==> src/rtl/game_input_ctrl.sv <==
// Player-input front end: synchronises and debounces five buttons, moves a
// wrap-around cursor over the grid and latches select presses until cleared.
module game_input_ctrl #(
  parameter int DEBOUNCE_CYCLES = 250000,
  parameter int GRID_COLS       = 16,
  parameter int GRID_ROWS       = 12,
  parameter int CELL            = 32,
  parameter int X0              = 64,
  parameter int Y0              = 48
) (
  input  logic       clock,
  input  logic       reset,
  input  logic       btn_up,
  input  logic       btn_down,
  input  logic       btn_left,
  input  logic       btn_right,
  input  logic       btn_sel,
  input  logic       pr_reset,
  output logic       pressed,
  output logic [9:0] x_game,
  output logic [8:0] y_game,
  output logic [4:0] cursor_col,
  output logic [4:0] cursor_row
);

  localparam int NB = 5;
  localparam int B_UP = 0;
  localparam int B_DOWN = 1;
  localparam int B_LEFT = 2;
  localparam int B_RIGHT = 3;
  localparam int B_SEL = 4;
  localparam logic [19:0] CNT_MAX = 20'(DEBOUNCE_CYCLES - 1);
  localparam logic [4:0]  COL_MAX = 5'(GRID_COLS - 1);
  localparam logic [4:0]  ROW_MAX = 5'(GRID_ROWS - 1);

  logic [NB-1:0]       raw_s;
  logic [NB-1:0]       s1_q, s2_q, deb_q, deb_d, rise_s;
  logic [NB-1:0][19:0] cnt_q, cnt_d;
  logic [4:0]          col_q, col_d, row_q, row_d;
  logic                pressed_q, pressed_d;

  assign raw_s = {btn_sel, btn_right, btn_left, btn_down, btn_up};

  // Debounce: a level flips only after DEBOUNCE_CYCLES consecutive mismatches.
  always_comb begin
    deb_d  = deb_q;
    cnt_d  = '0;
    rise_s = '0;
    for (int i = 0; i < NB; i++) begin
      if (s2_q[i] == deb_q[i]) begin
        cnt_d[i] = 20'd0;
      end else if (cnt_q[i] == CNT_MAX) begin
        deb_d[i]  = s2_q[i];
        cnt_d[i]  = 20'd0;
        rise_s[i] = s2_q[i];
      end else begin
        cnt_d[i] = cnt_q[i] + 20'd1;
      end
    end
  end

  // Cursor and press latch; opposite rises on one axis cancel.
  always_comb begin
    col_d     = col_q;
    row_d     = row_q;
    pressed_d = pressed_q;
    if (!pressed_q) begin
      if (rise_s[B_RIGHT] && !rise_s[B_LEFT]) begin
        col_d = (col_q == COL_MAX) ? 5'd0 : col_q + 5'd1;
      end else if (rise_s[B_LEFT] && !rise_s[B_RIGHT]) begin
        col_d = (col_q == 5'd0) ? COL_MAX : col_q - 5'd1;
      end else begin
        col_d = col_q;
      end
      if (rise_s[B_DOWN] && !rise_s[B_UP]) begin
        row_d = (row_q == ROW_MAX) ? 5'd0 : row_q + 5'd1;
      end else if (rise_s[B_UP] && !rise_s[B_DOWN]) begin
        row_d = (row_q == 5'd0) ? ROW_MAX : row_q - 5'd1;
      end else begin
        row_d = row_q;
      end
    end else begin
      col_d = col_q;
      row_d = row_q;
    end
    if (pr_reset) begin
      pressed_d = 1'b0;
    end else if (!pressed_q && rise_s[B_SEL]) begin
      pressed_d = 1'b1;
    end else begin
      pressed_d = pressed_q;
    end
  end

  // State registers with synchronous reset.
  always_ff @(posedge clock) begin
    if (reset) begin
      s1_q      <= '0;
      s2_q      <= '0;
      deb_q     <= '0;
      cnt_q     <= '0;
      col_q     <= 5'd0;
      row_q     <= 5'd0;
      pressed_q <= 1'b0;
    end else begin
      s1_q      <= raw_s;
      s2_q      <= s1_q;
      deb_q     <= deb_d;
      cnt_q     <= cnt_d;
      col_q     <= col_d;
      row_q     <= row_d;
      pressed_q <= pressed_d;
    end
  end

  assign pressed    = pressed_q;
  assign cursor_col = col_q;
  assign cursor_row = row_q;
  assign x_game     = 10'(X0 + CELL * int'(col_q));
  assign y_game     = 9'(Y0 + CELL * int'(row_q));

endmodule

==> config.mk <==
export PLATFORM = sky130hd
export DESIGN_NAME = game_input_ctrl
export DESIGN_NICKNAME = d
export VERILOG_FILES = /design/src/rtl/game_input_ctrl.sv
export SDC_FILE = /design/constraint.sdc
export NUM_CORES = 1
export LEC_CHECK = 0
export ABC_AREA = 1
export BUFFER_PORTS_ARGS = -buffer_cell sky130_fd_sc_hd__buf_2
export CELL_PAD_IN_SITES_DETAIL_PLACEMENT = 1
export CELL_PAD_IN_SITES_GLOBAL_PLACEMENT = 1
export CORE_ASPECT_RATIO = 1.5
export CORE_MARGIN = 8
export CORE_UTILIZATION = 47
export CTS_CLUSTER_SIZE = 10
export DETAILED_ROUTE_END_ITERATION = 12
export PLACE_DENSITY_LB_ADDON = 0.1
export SETUP_SLACK_MARGIN = 0.3
export SYNTH_ARGS = -nofsm -noshare
export SYNTH_HDL_FRONTEND = slang
export SYNTH_SLANG_ARGS = --single-unit
==> constraint.sdc <==
create_clock -name clock -period 3.85 [get_ports clock]
set_input_delay 0.5775 -clock clock [delete_from_list [all_inputs] [get_ports clock]]
set_output_delay 0.5775 -clock clock [all_outputs]
set_load 0.05 [all_outputs]
Word level (Yosys, flattened, before mapping)
Index checks and enable logic that the tools add are counted.

word-level totals
  flip-flop bits (word level) = 126
  input bits = 8
  output and inout bits = 30
  word-level logic and storage cells = 89

operators by class
  $add $sub $neg = 11
  equality and inequality tests = 12
  mux-type cells = 18
  bitwise gates (word level) = 6
  reductions and logical operators = 27

operators by type and width
  kind                                               count
  adder 20 x 1 -> 20 bit (second input constant)     5
  == test 20 x 18 -> 1 bit (second input constant)   5
  2-to-1 mux 5 bit                                   8
  OR reduction 3 bit                                 5
  AND reduction 2 bit                                7
  adder 5 x 1 -> 5 bit (second input constant)       2
  adder 7 x 10 -> 10 bit (first input constant)      1
  == test 5 x 4 -> 1 bit (second input constant)     2
  logical NOT 5 bit                                  2
  2-to-1 mux 1 bit                                   10
  subtractor 5 x 1 -> 5 bit (second input constant)  2
  adder 6 x 9 -> 9 bit (first input constant)        1
  inverter 1 bit                                     6
  == test 1 bit                                      5
  logical AND 1 bit                                  5
  logical NOT 1 bit                                  5
  nonzero test 2 bit                                 2
  OR reduction 2 bit                                 1

Longest topological paths before layout
  depth after elaboration = 7
  gate-level depth with buffers = 15
  mapped depth without buffers = 15

Worst setup path before layout
No wires, ideal clock.

  path kind = register to output
  from = reg col_q[1], in the netlist cursor_col[1]
  to = out x_game[7]
  arrival = 1772 ps
  required time = 3273 ps
  path slack = 1500 ps
  stages on the path, launching flop included = 3
  buffers on the path = 0
  path through = dfxtp_1 inv_1 ha_1

on the way
  word-level cells in the longest chain between the ends = 1

RTL lines
  what                    RTL line  source
  from (decl)             39        logic [4:0] col_q, col_d, row_q, row_d;
  from (signal assigned)  110       col_q <= col_d;
  adder 7 x 10 -> 10 bit  119       assign x_game = 10'(X0 + CELL * int'(col_q));
  to (decl)               20        output logic [9:0] x_game,

Every way passes these cells.

Worst setup path after layout
  from = reg cnt_q[60] (netlist bit)
  to = reg col_q[2], in the netlist cursor_col[2]

on the way
  word-level cells in the longest chain between the ends = 7
  elaborated cells between the ends (all ways) = 9
  those cells by class = eq/ne: 1; mux: 3; reduce/logical: 5

RTL lines
  what                           RTL line  source
  from (decl)                    38        logic [NB-1:0][19:0] cnt_q, cnt_d;
  from (signal assigned)         109       cnt_q <= cnt_d;
  == test 20 x 18 -> 1 bit *     52        end else if (cnt_q[i] == CNT_MAX) begin
  2-to-1 mux 1 bit *             52
  2-to-1 mux 1 bit *             50        if (s2_q[i] == deb_q[i]) begin
  logical NOT 1 bit              70        end else if (rise_s[B_LEFT] && !rise_s[B_RIGHT]) begin
  logical AND 1 bit              70
  nonzero test 2 bit (no line)   n/a
  AND reduction 2 bit (no line)  n/a

Every way passes the cells marked *; elsewhere a longest branch is shown, timed or not.
A chain may end at the register's enable or synchronous reset.

==> impl_metrics.env <==
export IMPL_status="finished clean"
export IMPL_cp_end_kind="flip-flop"
export IMPL_place_ws_ns=1.26
export IMPL_slowest_delay_ns=0.39
export IMPL_cts_resized=0
export IMPL_postCtsSetupBuffers=0
export IMPL_cts_sinks=126
export IMPL_required_ns=4.14
export IMPL_hold_viol=0
export IMPL_yosysUniqueCellTypes=38
export IMPL_postCtsHoldBufs=0
export IMPL_ir_drop_v=0.000328
export IMPL_path_class="flip-flop to flip-flop"
export IMPL_htreeDepth=4
export IMPL_dp_hpwl_mm=12.6
export IMPL_routed_wl_mm=17.0
export IMPL_min_path_type="primary input to flip-flop"
export IMPL_grt_pass1_vias=6437
export IMPL_area_growth_pct=12.5
export IMPL_io_buffers=27
export IMPL_setup_violations=0
export IMPL_yosys_area_top_type="dfxtp_1"
export IMPL_regArea_sq_um=2520
export IMPL_fin_util=0.533
export IMPL_power_leakage_nw=2.43
export IMPL_wire_per_inst_microns=14.3
export IMPL_setup_slack_ns=1.18
export IMPL_cp_cell_sequence="ha_1 > nand2_1 > inv_1 > nand3b_1 > nor2_1 > nand3_1 > nor3_1 > ha_1 > nor2_1 > inv_1 > nor2_1 > o21ai_0 > o21ai_0 > a21oi_1"
export IMPL_fmax_ghz=0.375
export IMPL_ys_ff_latch=126
export IMPL_start_kind="flip-flop"
export IMPL_drive_gt1_frac=0.0786
export IMPL_cts_clk_slew_worst_paths_ns=0.06
export IMPL_cts_buffer_depth=2
export IMPL_slowest_stage="dfxtp_1"
export IMPL_routabilityCongestion=0.865
export IMPL_drv_slew=0
export IMPL_die_y_microns=161
export IMPL_cts_buffers=17
export IMPL_final_area_sq_um=7390
export IMPL_cap_violations=0
export IMPL_synth_area_mux_share=0
export IMPL_core_area_sq_um=13900
export IMPL_grt_max_degree=21
export IMPL_arrival_ns=2.95
export IMPL_synth_compound_area_share=0.0686
export IMPL_synthAdderAreaFrac=0.0267
export IMPL_multiInputGateArea_sq_um=3510
export IMPL_start_util=0.474
export IMPL_nFillCells=1883
export IMPL_avgViaCountPerCell=5.15
export IMPL_path_delay_family="simple AND/OR/NAND/NOR gates"
export IMPL_synth_top_family_by_area="simple AND/OR/NAND/NOR gates"
export IMPL_synthXorXnorAreaFrac=0.0613
export IMPL_async_flop_share=0
export IMPL_drt_first_pass_iters=4
export IMPL_die_w_microns=113
export IMPL_place_area_sq_um=6780
export IMPL_ios=38
export IMPL_ys_seq_area_frac=0.384
export IMPL_skew_ns=0.00989
export IMPL_cts_tree="done"
export IMPL_holdWs_ns=0.375
export IMPL_rsz0062_at_grt="no"
export IMPL_rows=53
export IMPL_ant_nets=0
export IMPL_clock_root_buffer="clkbuf_16"
export IMPL_avgSynthCellArea_sq_um=6.74
export IMPL_drtIter0Drc=214
export IMPL_grt_pass1_wl_mm=29.2
export IMPL_track_usage=0.197
export IMPL_synthFlopType="dfxtp_1"
export IMPL_antenna_found_initial=0
export IMPL_worst_pin_slew_ns=0.804
export IMPL_powerDensity_nw_per_um2=406
export IMPL_drc=0
export IMPL_cp_common_cell="nor2_1"
export IMPL_critical_path_buf_inv_count=2
export IMPL_yosysWarnings=0
export IMPL_finalCritPeriodShare=0.693
export IMPL_nets=1027
export IMPL_vias=6091
export IMPL_insertion_delay_ns=0.41
export IMPL_die_area_sq_um=18100
export IMPL_synth_top_area_share=0.384
export IMPL_synth_commonest_cells="217 x nand2_1, 209 x nor2_1, 126 x dfxtp_1"
export IMPL_final_min_clock_period_ns=2.67
export IMPL_synth_edff_count=0
export IMPL_synthTopCellsByArea="dfxtp_1 38%, nand2_1 12%, nor2_1 12%"
export IMPL_tns_ns=0
export IMPL_relSlewSlack=0.462
export IMPL_yosys_area_share_simple=0.372
export IMPL_synthCells=974
export IMPL_grt_overflow=0
export IMPL_antenna_cells=0
export IMPL_cp_max_fo=6
export IMPL_yosysMostFrequentCell="nand2_1"
export IMPL_syn_area_sq_um=6570
[flip-flops by register name, indices dropped and copies added, names as in the netlist]
register / cells
cursor_row: 5
pressed: 1
s1_q: 5
s2_q: 5
cnt_q: 100
deb_q: 5
cursor_col: 5
[layer usage]
metal  share of wire  track usage
met2            0.54        0.374
met1            0.41        0.199
met4           0.030       0.0887
met5               0            0
met3           0.021       0.0421
[final cells by class]
type                    instances  area share
well taps                     165      0.0279
flip-flops and latches        126       0.341
repair buffers                 27      0.0183
clock buffers                  21      0.0637
multi-input cells             725       0.475
inverters                     108      0.0549
clock inverters                11      0.0188
[tightest hold or removal path: stages]
cell,delay [ns]
buf_2,0.07
inv_1,0.03
nor2_1,0.07
[cell usage in the layout, fill, tap and decap left out, types with 2 or more instances in the layout]
master,n
nand2_1,217
nor2_1,209
dfxtp_1,126
inv_1,106
nand3_1,66
a21oi_1,57
xor2_1,38
buf_2,27
nand4_1,24
o21ai_0,22
clkbuf_16,17
nand3b_1,14
ha_1,14
nor3_1,11
conb_1,10
xnor2_1,8
or2_2,7
clkinv_2,5
nor2_2,4
nand2_2,3
or2_0,3
a31oi_1,3
clkbuf_8,3
bufinv_16,3
inv_2,2
nor2_4,2
and3_1,2
clkinvlp_4,2
[kinds of logic after synthesis]
kind of cell / after synthesis
and+or+nand+nor: 568
buffers and inverters: 131
other: 2
DFF: 126
xor gates and xnor gates: 46
AOI/OAI and AO/OA: 87
adders and majority gates: 14
[metrics by stage]
| step | total power [mW] | instances |
|---|---|---|
| after floorplan | 1.39 | 982 |
| after global placement | 1.39 | 1151 |
| after detailed placement | 1.39 | 1151 |
| after CTS | 3.04 | 1183 |
| after global routing | 3.12 | 1183 |
| final | 3.00 | 1183 |
[where the power goes]
group / internal (mW) / switching (mW)
Combinational: 0.00855 / 0.0432
Clock: 1.06 / 0.572
Sequential: 1.31 / 0.00395
Total: 2.38 / 0.619
[path summary, 6_finish.rpt]
check        slack [ns]            startpoint                          to  cells after the start
min                0.37               btn_sel          s1_q[4]$_SDFF_PP0_                      3
max                1.18  cnt_q[60]$_SDFF_PP0_  cursor_col[2]$_SDFFE_PP0P_                     14
min reg2reg        0.40    s1_q[4]$_SDFF_PP0_          s2_q[4]$_SDFF_PP0_                      2
max reg2reg        1.18  cnt_q[60]$_SDFF_PP0_  cursor_col[2]$_SDFFE_PP0P_                     14
Power figures use the tool's default switching activity.
